`config.mk`:
```
export PLATFORM = sky130hd
export DESIGN_NAME = thread_sched_4way
export DESIGN_NICKNAME = d
export VERILOG_FILES = /design/src/rtl/cpu_pkg.sv /design/src/rtl/rr_pick4.sv /design/src/rtl/thread_sched_4way.sv
export SDC_FILE = /design/constraint.sdc
export NUM_CORES = 1
export LEC_CHECK = 0
export BUFFER_PORTS_ARGS = -buffer_cell sky130_fd_sc_hd__buf_2
export CAP_MARGIN = 0
export CORE_MARGIN = 5
export CORE_UTILIZATION = 60
export CTS_CLUSTER_SIZE = 24
export DETAILED_ROUTE_END_ITERATION = 10
export PLACE_DENSITY = 0.95
export SYNTH_ARGS = -nofsm -noshare
export SYNTH_HDL_FRONTEND = slang
export SYNTH_SLANG_ARGS = --single-unit
```
`constraint.sdc`:
```
create_clock -name clk -period 3.97 [get_ports clk]
set_input_delay 0.794 -clock clk [delete_from_list [all_inputs] [get_ports clk]]
set_output_delay 0.794 -clock clk [all_outputs]
set_load 0.005 [all_outputs]
```
`src/rtl/cpu_pkg.sv`:
```
// Shared CPU front-end definitions.
// Holds the hardware thread count, the thread-ID width/type and the
// scheduler FSM state encoding. The instruction-pointer block reuses TID_W.
package cpu_pkg;

  localparam int unsigned NUM_THREADS = 4;
  localparam int unsigned TID_W       = 2;

  typedef logic [TID_W-1:0] tid_t;

  typedef enum logic {
    StIdle,
    StRun
  } sched_state_e;

endpackage

```
`src/rtl/rr_pick4.sv`:
```
// Four-way rotating priority picker (purely combinational).
// Ports:
//   req         in   per-thread request vector
//   ptr         in   last granted thread; search starts at ptr+1
//   grant_tid   out  first requester in order ptr+1, ptr+2, ptr+3, ptr
//                    (ptr itself when nothing requests)
//   grant_valid out  any request present
module rr_pick4 import cpu_pkg::*; (
  input  logic [3:0] req,
  input  tid_t       ptr,
  output tid_t       grant_tid,
  output logic       grant_valid
);

  always_comb begin
    tid_t cand;
    cand        = '0;
    grant_valid = 1'b0;
    grant_tid   = ptr;
    // i = 4 wraps back onto ptr, so ptr has the lowest priority.
    for (int i = 1; i <= 4; i++) begin
      cand = ptr + tid_t'(i);
      if (!grant_valid && req[cand]) begin
        grant_valid = 1'b1;
        grant_tid   = cand;
      end
    end
  end

endmodule

```
`src/rtl/thread_sched_4way.sv`:
```
// Fine-grained multithreading scheduler for the 4-thread front end.
// Picks one eligible (active and not blocked) thread per cycle in round-robin
// order and drives it, with a fetch enable, into the instruction-pointer block.
// Ports:
//   clk, rst                 clock, synchronous active-high reset
//   start, thread_mask       launch a run with the given thread set (IDLE only)
//   stall                    global stall: no issue, rotation pointer frozen
//   block_req, block_tid     thread hit a control transfer; block it
//   resolve, resolve_tid     control transfer resolved; unblock it
//   halt, halt_tid           thread retired
//   issue_tid, issue_en      selected thread and fetch enable
//   active, busy             registered active mask and its OR
//   done                     one-cycle pulse when the last thread halts
module thread_sched_4way #(
  parameter int unsigned NUM_THREADS = 4,
  parameter int unsigned TID_W       = 2,
  parameter int unsigned BLOCK_MAX   = 4
) (
  input  logic                   clk,
  input  logic                   rst,
  input  logic                   start,
  input  logic [NUM_THREADS-1:0] thread_mask,
  input  logic                   stall,
  input  logic                   block_req,
  input  logic [TID_W-1:0]       block_tid,
  input  logic                   resolve,
  input  logic [TID_W-1:0]       resolve_tid,
  input  logic                   halt,
  input  logic [TID_W-1:0]       halt_tid,
  output logic [TID_W-1:0]       issue_tid,
  output logic                   issue_en,
  output logic [NUM_THREADS-1:0] active,
  output logic                   busy,
  output logic                   done
);
  import cpu_pkg::*;

  localparam int unsigned CntW = $clog2(BLOCK_MAX + 1);

  sched_state_e           state_q, state_d;
  logic [NUM_THREADS-1:0] active_q, active_d;
  logic [NUM_THREADS-1:0] blocked_q, blocked_d;
  logic [CntW-1:0]        cnt_q [NUM_THREADS];
  logic [CntW-1:0]        cnt_d [NUM_THREADS];
  tid_t                   ptr_q, ptr_d;
  logic                   done_q, done_d;

  logic [NUM_THREADS-1:0] elig;
  tid_t                   pick_tid;
  logic                   pick_valid;
  logic                   run;

  assign run  = (state_q == StRun);
  assign elig = active_q & ~blocked_q;

  rr_pick4 u_pick (
    .req         (elig),
    .ptr         (ptr_q),
    .grant_tid   (pick_tid),
    .grant_valid (pick_valid)
  );

  assign issue_en = run & pick_valid & ~stall;
  // Forced to 0 outside a run so every output reads 0 after reset.
  assign issue_tid = run ? pick_tid : '0;
  assign active    = active_q;
  assign busy      = |active_q;
  assign done      = done_q;

  always_comb begin
    state_d   = state_q;
    active_d  = active_q;
    blocked_d = blocked_q;
    cnt_d     = cnt_q;
    ptr_d     = ptr_q;
    done_d    = 1'b0;

    if (issue_en) begin
      ptr_d = issue_tid;
    end

    // Block timeout runs regardless of stall.
    for (int t = 0; t < NUM_THREADS; t++) begin
      if (blocked_q[t] && (cnt_q[t] != '0)) begin
        cnt_d[t] = cnt_q[t] - 1'b1;
        if (cnt_d[t] == '0) begin
          blocked_d[t] = 1'b0;
        end
      end
    end

    // Later assignments win: halt > block_req > resolve for the same thread.
    for (int t = 0; t < NUM_THREADS; t++) begin
      if (active_q[t]) begin
        if (resolve && (resolve_tid == TID_W'(t))) begin
          blocked_d[t] = 1'b0;
          cnt_d[t]     = '0;
        end
        if (block_req && (block_tid == TID_W'(t))) begin
          blocked_d[t] = 1'b1;
          cnt_d[t]     = CntW'(BLOCK_MAX);
        end
        if (halt && (halt_tid == TID_W'(t))) begin
          active_d[t]  = 1'b0;
          blocked_d[t] = 1'b0;
          cnt_d[t]     = '0;
        end
      end
    end

    unique case (state_q)
      StIdle: begin
        if (start && (|thread_mask)) begin
          state_d   = StRun;
          active_d  = thread_mask;
          blocked_d = '0;
          for (int t = 0; t < NUM_THREADS; t++) begin
            cnt_d[t] = '0;
          end
          // ptr = last thread so the first search starts at thread 0.
          ptr_d = tid_t'(NUM_THREADS - 1);
        end
      end
      StRun: begin
        if (active_d == '0) begin
          state_d = StIdle;
          done_d  = 1'b1;
        end
      end
      default: state_d = StIdle;
    endcase
  end

  always_ff @(posedge clk) begin
    if (rst) begin
      state_q   <= StIdle;
      active_q  <= '0;
      blocked_q <= '0;
      ptr_q     <= tid_t'(NUM_THREADS - 1);
      done_q    <= 1'b0;
      for (int t = 0; t < NUM_THREADS; t++) begin
        cnt_q[t] <= '0;
      end
    end else begin
      state_q   <= state_d;
      active_q  <= active_d;
      blocked_q <= blocked_d;
      ptr_q     <= ptr_d;
      done_q    <= done_d;
      for (int t = 0; t < NUM_THREADS; t++) begin
        cnt_q[t] <= cnt_d[t];
      end
    end
  end

endmodule

```
==> results of run 1 <==
sequential cells by signal, indices dropped and copies added, names as in the netlist:
signal / flops
cnt_q: 12
active: 4
ptr_q: 2
run: 1
done: 1
blocked_q: 4
stage by stage:
stage	hold slack, ns	instances	util (%)	setup WS (ns)	cell area [sq um]
detailed placement	0.481	256	68.7	1.73	1720
floorplan	0.454	204	-	2.00	1580
CTS	0.512	260	70.2	1.36	1750
finish	0.502	260	70.2	1.32	1750
global placement	0.468	256	68.7	1.79	1720
global route	0.544	260	70.2	1.12	1750
layer usage:
| metal | vias up | routed length [microns] | global-route usage [%] |
|---|---|---|---|
| met1 | 689 | 1550 | 26.7 |
| met2 | 50 | 1630 | 33.7 |
| li1 | 750 | - | - |
| met3 | 6 | 189 | 2.73 |
| met5 | - | 0 | 0 |
| met4 | 0 | 35 | 9.29 |
kinds of logic (layout without fill, tap and decap cells):
| kind of cell | count (synthesis) | in the layout | share of synthesized area (%) |
|---|---|---|---|
| AND/OR/NAND/NOR | 92 | 92 | 29.5 |
| buffers and inverters | 19 | 45 | 5.08 |
| flip-flops | 24 | 24 | 30.5 |
| XOR/XNOR | 5 | 5 | 2.78 |
| adder cells (fa/ha/maj) | 12 | 12 | 9.53 |
| AO/OA/AOI/OAI | 47 | 47 | 19.2 |
| multiplexers | 5 | 5 | 3.42 |
worst min-delay path by stage:
stage | startpoint | endpoint | depth (start not counted)
2_1_floorplan | cnt_q[10] | cnt_q[10] | 2
3_3_place_gp | cnt_q[7] | cnt_q[7] | 2
3_5_place_dp | cnt_q[7] | cnt_q[7] | 2
4_1_cts | cnt_q[7] | cnt_q[7] | 2
5_1_grt | cnt_q[10] | cnt_q[10] | 2
6_report | cnt_q[7] | cnt_q[7] | 2
power by group through the flow:
stage | clock, W | sequential (W) | combinational (W)
3_3_place_gp | 0 | 0.000260 | 0.0000763
2_1_floorplan | 0 | 0.000256 | 0.0000501
5_1_grt | 0.000146 | 0.000257 | 0.0000878
3_5_place_dp | 0 | 0.000260 | 0.0000782
6_report | 0.000132 | 0.000255 | 0.0000792
4_1_cts | 0.000134 | 0.000255 | 0.0000787
Yosys cell counts, types with 2 or more instances:
cell / count
mux2_2: 3
nor2b_1: 6
ha_1: 12
a21oi_1: 13
nor3_1: 4
and2_1: 5
dfxtp_1: 24
o21ai_0: 16
and3_1: 3
nor3b_1: 3
o211ai_1: 2
mux2i_1: 2
nand2b_1: 5
o21ai_1: 3
nand2_1: 21
nand3_1: 6
xnor2_1: 5
nand3b_1: 2
o31ai_1: 2
nor2_1: 28
inv_1: 16
cell type report:
cell class | instances | area (sq um)
timing repair buffer | 25 | 125
tap | 30 | 37.5
clock buffer | 4 | 36.3
sequential | 24 | 480
multi-input combinational | 161 | 1010
inverter | 16 | 60.1
fill | 216 | 746
tightest hold or removal path, stage by stage, from the launching register on:
cell and delay [ns]:
dfxtp_1 0.35, a21oi_1 0.06, nor2_1 0.07
cell usage in the layout (no fill, tap or decap), types with 3 or more instances in the layout:
cell,instances
nor2_1,28
buf_2,25
dfxtp_1,24
nand2_1,21
inv_1,16
o21ai_0,16
a21oi_1,13
ha_1,12
nor2b_1,6
nand3_1,6
nand2b_1,5
xnor2_1,5
and2_1,5
nor3_1,4
nor3b_1,3
o21ai_1,3
and3_1,3
mux2_2,3
clkbuf_4,3
==> impl_metrics.ini, run 1 <==
[pwr]
swShare_pct = 27.8
power.leakage_nw = 0.751
switchingPower_w = 0.000130
powerDensity_nw_per_um2 = 266
power.total_w = 0.000466
p_comb_share_pct = 17.0
p_int_w = 0.000336
seqPwrFrac_pct = 54.7
clkPwrFrac_pct = 28.3
ir_drop_v = 0.000212

[route]
drc = 0
drtAntennaViolNets = 0
drtIter0Drc = 85
wirelength_mm = 3.40
dr.pass1.iters = 4
vias = 1495
wl_per_cell_microns = 13.1
via_per_inst = 5.75

[outcome]
outcome = complete, no violations

[yosys]
ys.warnings.count = 0
synth_seq_cells = 24
synthDominantCellAreaShare_pct = 30.5
synthFlopType = dfxtp_1
synth-seq-area-share_pct = 30.5
syn_area_per_cell_sq_um = 7.72
syn_nets = 233
synth_top_area_cell = dfxtp_1
synth_cell_types = 44
async_flop_share_pct = 0
synth_edf_count = 0
syn_area_sq_um = 1580
synthCells = 204
synth_area_leaders = dfxtp_1 (31%), ha_1 (9.5%), nor2_1 (6.7%)

[die]
die_area_sq_um = 3750
io_pins = 26
rows = 18
core_sq_um = 2500
die_w_microns = 61.2
start_util_pct = 63.0
die_h_microns = 61.2

[critical_path]
critPathSlowestCell = dfxtp_1
crit_cells = 6
crit_path_start = active[1]
critPathTopFamily = simple AND/OR/NAND/NOR gates
slowest_delay_ns = 0.48
cp-end-kind = output pin
cp-endpoint = issue_tid[1]
r2r_start = cnt_q[0]
worstRegToRegCells = 7
start_kind = flop
critPathArrivalTime_ns = 1.85
rr_endpoint = cnt_q[2]
ff2ff_setup_slack_ns = 2.30
crit_required_ns = 3.18
cp_num_buf_inv = 1
cp_max_fo = 8
path_cells = nor2b_1 > and3_1 > nor2_1 > o31ai_1 > nor2_1 > buf_2
critical_path_class = reg2out
cpMostUsedCell = nor2_1

[clock_network]
cts_root_buffer = clkbuf_4
numCtsBuffers = 3
cts.reportedPaths.clkPinSlew_ns = 0.14
cts_resized = 0
cts_tree = done
holdBufCountCts = 0
cts_setup_buffers = 0
cts_buffer_depth = 2
cts_sinks = 24
cts_max_level = 1
clk_latency_ns = 0.32

[timing]
hold_viol = 0
fmax_ghz = 0.378
finClkSkew_ns = 0.00751
tns_ns = 0
tightest_slew_ns = 0.756
period_minus_slack_ns = 2.65
final-setup-viol-count = 0
slew_headroom_pct = 49.2
rsz0062_at_grt = false
report.final.slew_viol_count = 0
fin_crit_sh_pct = 66.6

[final_layout]
synthToLayoutAreaGrowth_pct = 11.4
diodes = 0
drive_gt1_share_pct = 16.5
nNetsFinal = 260

[global_routing]
grt_pass1_wl_mm = 5.80
globalRouteOverflowTotal = 0
first_global_vias = 1404
grt.total_usage_pct = 20.5
grt_max_degree = 14
antenna_found_initial = 0

[placed_design]
portBuffers = 25
place.gp.congestion = 0.898
hpwl_mm = 2.66

[job]
drv_cap = 0

[worst_hold_path]
holdCritPathClass = reg2reg
(Power assumes the default switching activity.)
==> run 2: changes to the inputs <==
Settings changed: ABC_AREA from default to 1, CORE_UTILIZATION 60 to 51, PLACE_DENSITY 0.95 to 0.87.
Clock period 3.97 ns to 2.3 ns, I/O delays scaled along.
==> run 2 against run 1 <==
Effect of this change: clock skew decreased by 0.0010 ns; sequential power up 75%; via count grew 6.2%; first-iteration DRC count is 16% lower; non-clock buffer count is 1 higher; critical path type unchanged; largest cell class unchanged; largest power group unchanged.
==> impl_metrics.ini, run 2 <==
[global_routing]
grt_max_degree = 13
grt.total_usage_pct = 18.0
first_global_vias = 1535
globalRouteOverflowTotal = 0
antenna_found_initial = 0
grt_pass1_wl_mm = 6.29

[timing]
tns_ns = 0
report.final.slew_viol_count = 0
fmax_ghz = 0.476
fin_crit_sh_pct = 91.4
finClkSkew_ns = 0.00648
period_minus_slack_ns = 2.10
final-setup-viol-count = 0
slew_headroom_pct = 68.5
hold_viol = 0
rsz0062_at_grt = false
tightest_slew_ns = 0.472

[yosys]
synth_top_area_cell = dfxtp_1
syn_area_sq_um = 1660
synth-seq-area-share_pct = 29.0
synthCells = 236
synthTopCellsByCount = nand2_1 (36), inv_1 (33), nand3_1 (27)
synthDominantCellAreaShare_pct = 29.0
synthFlopType = dfxtp_1
syn_nets = 265
ys.warnings.count = 0
synth_seq_cells = 24
synth_most_common_cell = nand2_1
async_flop_share_pct = 0
syn_area_per_cell_sq_um = 7.02
synth_edf_count = 0
synth_cell_types = 31
synth_area_leaders = dfxtp_1 (29%), ha_1 (9.1%), nand2_1 (8.2%)

[job]
drv_cap = 0

[final_layout]
largest_reg_flops = 12
postLayoutCellArea_sq_um = 1850
drive_gt1_share_pct = 21.0
instances_no_fill = 306
layout_common_cells = nand2_1 (36), inv_1 (33), nand3_1 (27), buf_2 (25), nor2_1 (24)
synthToLayoutAreaGrowth_pct = 11.6
nNetsFinal = 293
top_register = cnt_q
final_common_cell = nand2_1
diodes = 0

[worst_hold_path]
min_to = run
hold_path_startpoint = rst
holdCritPathClass = in2reg
min_path_cells = 2

[route]
drtAntennaViolNets = 0
vias = 1587
dr.pass1.iters = 5
drtIter0Drc = 71
wirelength_mm = 3.48
wl_per_cell_microns = 11.4
drc = 0
via_per_inst = 5.19

[critical_path]
r2r_start = cnt_q[0]
critPathSlowestCell = dfxtp_2
critical_path_class = reg2out
cp-end-kind = output pin
critPathArrivalTime_ns = 1.64
worstRegToRegCells = 8
crit_required_ns = 1.84
rr_endpoint = blocked_q[3]
cpMostUsedCell = nand2_1
path_cells = inv_2 > nand2_1 > nand2_4 > nand3_4 > nand2_4 > nand2_2 > inv_2 > nand2_2 > nand2_1 > nand2_1 > nor2_1 > buf_2
cp_max_fo = 7
slowest_delay_ns = 0.38
start_kind = flop
ff2ff_setup_slack_ns = 0.65

[die]
start_util_pct = 53.8
io_pins = 26
die_h_microns = 67.0
rows = 20
die_area_sq_um = 4490
die_w_microns = 67.0
core_sq_um = 3080

[clock_network]
numCtsBuffers = 3
cts_root_buffer = clkbuf_4
clk_latency_ns = 0.32
holdBufCountCts = 0
cts_max_level = 1
cts_sinks = 24
cts_buffer_depth = 2
cts_tree = done
cts.reportedPaths.clkPinSlew_ns = 0.13

[placed_design]
postPlaceCellArea_sq_um = 1820
dp.cells = 303
hpwl_mm = 2.84
portBuffers = 25
place.gp.congestion = 0.851

[pwr]
p_int_w = 0.000569
switchingPower_w = 0.000274
power.leakage_nw = 0.774
clkPwrFrac_pct = 22.3
ir_drop_v = 0.000320
powerDensity_nw_per_um2 = 456
p_comb_share_pct = 24.7
swShare_pct = 32.5
seqPwrFrac_pct = 53.0

[outcome]
outcome = complete, no violations
[run 2: worst max-delay path by stage]
stage | start | slack (ns) | cells past startpoint | to
floorplan | cnt_q[0] | 0.68 | 9 | blocked_q[3]
finish | ptr_q[1] | 0.20 | 12 | issue_tid[1]
CTS | active[3] | 0.15 | 8 | issue_tid[1]
global placement | ptr_q[0] | 0.39 | 9 | issue_tid[1]
global route | blocked_q[2] | 0.02 | 10 | issue_tid[1]
detailed placement | ptr_q[0] | 0.37 | 9 | issue_tid[1]
[run 2: power groups by stage]
stage          Combinational, W  Sequential [W]  Clock, W
3_5_place_dp           0.000207        0.000455         0
5_1_grt                0.000237        0.000449  0.000207
2_1_floorplan          0.000152        0.000449         0
4_1_cts                0.000208        0.000446  0.000191
6_report               0.000208        0.000447  0.000188
3_3_place_gp           0.000205        0.000455         0
[run 2: kinds of logic (layout without fill, tap and decap cells)]
logic type / after synthesis / count (layout) / synth area share, %
AOI/OAI and AO/OA: 35 / 35 / 12.0
adders and majority gates: 12 / 12 / 9.06
DFF: 24 / 24 / 29.0
xor gates and xnor gates: 6 / 6 / 3.17
and+or+nand+nor: 120 / 120 / 36.6
buffers and inverters: 39 / 65 / 10.2
[run 2: layout make-up]
type	count	area [sq um]
fillers	292	1230
multi-input cells	173	1010
flip-flops and latches	24	488
inverters	36	143
repair buffers	26	133
well taps	44	55.1
clock buffers	3	22.5
[run 2: timing repair]
| item | in CTS | in global routing |
|---|---|---|
| resized for setup | 1 | 4 |
| setup buffers | 0 | 0 |
| setup endpoints to repair | 1 | 2 |
| pin swaps | 0 | 0 |
[run 2: stage by stage]
step	hold WS (ns)	util, %	setup WS, ns	power (W)
floorplan	0.448	-	0.679	0.000601
global placement	0.469	59.1	0.386	0.000660
detailed placement	0.474	59.1	0.366	0.000662
CTS	0.320	59.8	0.151	0.000845
global route	0.329	60.0	0.0186	0.000893
finish	0.322	60.0	0.198	0.000843
[run 2: routing by layer]
layer / global-route usage [%] / part of all wire [%]
met1: 22.7 / 46
met2: 31.3 / 48
met3: 2.02 / 4.9
met4: 6.33 / 1.7
met5: 0 / 0
[run 2: critical path: cells and delay by family (launching register included)]
| family | cells | cell delay, ns |
|---|---|---|
| and+or+nand+nor | 9 | 0.65 |
| DFF | 1 | 0.38 |
| buffers and inverters | 3 | 0.29 |
==> run 3: changes to the inputs <==
Settings changed: CELL_PAD_IN_SITES_DETAIL_PLACEMENT from default to 1, CELL_PAD_IN_SITES_GLOBAL_PLACEMENT from default to 1, CORE_UTILIZATION 51 to 36, PLACE_DENSITY 0.87 to 0.86.
==> run 3 against run 2 <==
Effect of this change: sequential power about the same; die area is 35% higher; clock skew shrank 0.0018 ns; non-clock buffer count is 1 higher; sequential cell count is the same; largest cell class unchanged; worst setup slack improved by 0.020 ns; highest routed layer unchanged; sequential share of layout area is 0.76 points lower.
==> impl_metrics.ini, run 3 (synthesis gave the netlist of run 2 again) <==
[route]
vias = 1607
drc = 0
via_per_inst = 5.09
drtIter0Drc = 33
dr.pass1.iters = 3
wl_per_cell_microns = 14.0
drtAntennaViolNets = 0
wirelength_mm = 4.41

[timing]
finClkSkew_ns = 0.00469
tns_ns = 0
final-setup-viol-count = 0
tightest_slew_ns = 0.466
rsz0062_at_grt = false
hold_ws_ns = 0.386
report.final.slew_viol_count = 0
fmax_ghz = 0.480
period_minus_slack_ns = 2.08
fin_crit_sh_pct = 90.5
slew_headroom_pct = 69.0
hold_viol = 0

[critical_path]
slowest_delay_ns = 0.37
r2r_start = cnt_q[0]
worstRegToRegCells = 8
cpMostUsedCell = nand2_1
path_cells = inv_2 > nand2_1 > nand2_4 > nand3_4 > nand2_4 > nand2_2 > inv_2 > nand2_2 > nand2_1 > nand2_1 > nor2_1 > buf_2
start_kind = flop
critPathTopFamily = simple AND/OR/NAND/NOR gates
ff2ff_setup_slack_ns = 0.64
crit_required_ns = 1.84
cp_max_fo = 7
cp_num_buf_inv = 3
cp-end-kind = output pin
critPathSlowestCell = dfxtp_2
critPathArrivalTime_ns = 1.62
rr_endpoint = blocked_q[3]
critical_path_class = reg2out

[final_layout]
postLayoutCellArea_sq_um = 1900
drive_gt1_share_pct = 22.3
multi_input_area_sq_um = 1010
layout_common_cells = nand2_1 (36), inv_1 (32), nand3_1 (26), buf_2 (25), nor2_1 (24)
nNetsFinal = 294
diodes = 0
instances_no_fill = 316
fillers = 575
seq_area_sq_um = 488
top_register = cnt_q
final_common_cell = nand2_1
synthToLayoutAreaGrowth_pct = 14.9
largest_reg_flops = 12

[die]
rows = 24
core_sq_um = 4410
die_h_microns = 77.8
die_w_microns = 77.8
die_area_sq_um = 6060
start_util_pct = 37.5
io_pins = 26

[placed_design]
hpwl_mm = 3.66
postPlaceCellArea_sq_um = 1840
place.gp.congestion = 0.830
portBuffers = 25
dp.cells = 312

[global_routing]
grt_pass1_wl_mm = 7.85
antenna_found_initial = 0
grt_max_degree = 14
grt.total_usage_pct = 15.7
first_global_vias = 1746
globalRouteOverflowTotal = 0

[clock_network]
clk_latency_ns = 0.27
cts_buffer_depth = 2
cts_sinks = 24
cts.reportedPaths.clkPinSlew_ns = 0.08
numCtsBuffers = 3
cts_tree = done
cts_max_level = 1
holdBufCountCts = 0
cts_root_buffer = clkbuf_8

[worst_hold_path]
holdCritPathClass = in2reg
hold_path_startpoint = rst
min_path_cells = 2
min_to = run

[outcome]
outcome = complete, no violations

[job]
drv_cap = 0

[pwr]
power.leakage_nw = 0.796
ir_drop_v = 0.000296
powerDensity_nw_per_um2 = 505
[run 3: worst max-delay path by stage]
stage	from	end	slack [ns]	cells past startpoint
6_report	ptr_q[1]	issue_tid[1]	0.22	12
5_1_grt	ptr_q[0]	issue_tid[1]	0.01	11
4_1_cts	ptr_q[0]	issue_tid[1]	0.16	11
3_5_place_dp	ptr_q[0]	issue_tid[1]	0.30	9
3_3_place_gp	ptr_q[0]	issue_tid[1]	0.36	9
2_1_floorplan	cnt_q[0]	blocked_q[3]	0.68	9
[run 3: timing repair]
action                     in CTS  in global routing
setup buffers                   0                  0
setup endpoints to repair       2                  1
gates resized for setup         1                  6
pin swaps                       0                  0
gates cloned                    0                  0
[run 3: routing by layer]
metal | routed length (microns) | global-route usage (%) | vias to the layer above
met5 | 0 | 0 | -
met1 | 2060 | 19.1 | 742
met4 | 28 | 3.78 | 0
met3 | 144 | 3.70 | 4
li1 | - | - | 837
met2 | 2180 | 27.7 | 24
[run 3: area by class of cell]
type                            count  share of cell area (%)
Multi-Input combinational cell    173                    53.2
Sequential cell                    24                    25.6
Inverter                           36                    7.50
Timing Repair Buffer               27                    7.36
Tap cell                           52                    3.42
Clock buffer                        4                    2.89
[run 3: where the power goes]
part           switching, W  internal, W  total (W)
clock network      0.000141     0.000153   0.000294
registers         0.0000195     0.000427   0.000447
logic              0.000138    0.0000823   0.000220
[run 3: per-stage QoR]
stage | utilization (%) | setup WS (ns) | power, W
final | 43.1 | 0.219 | 0.000961
after global routing | 43.1 | 0.0109 | 0.00103
after CTS | 42.9 | 0.162 | 0.000973
after detailed placement | 41.6 | 0.299 | 0.000677
after global placement | 41.6 | 0.361 | 0.000670
after floorplan | - | 0.679 | 0.000601
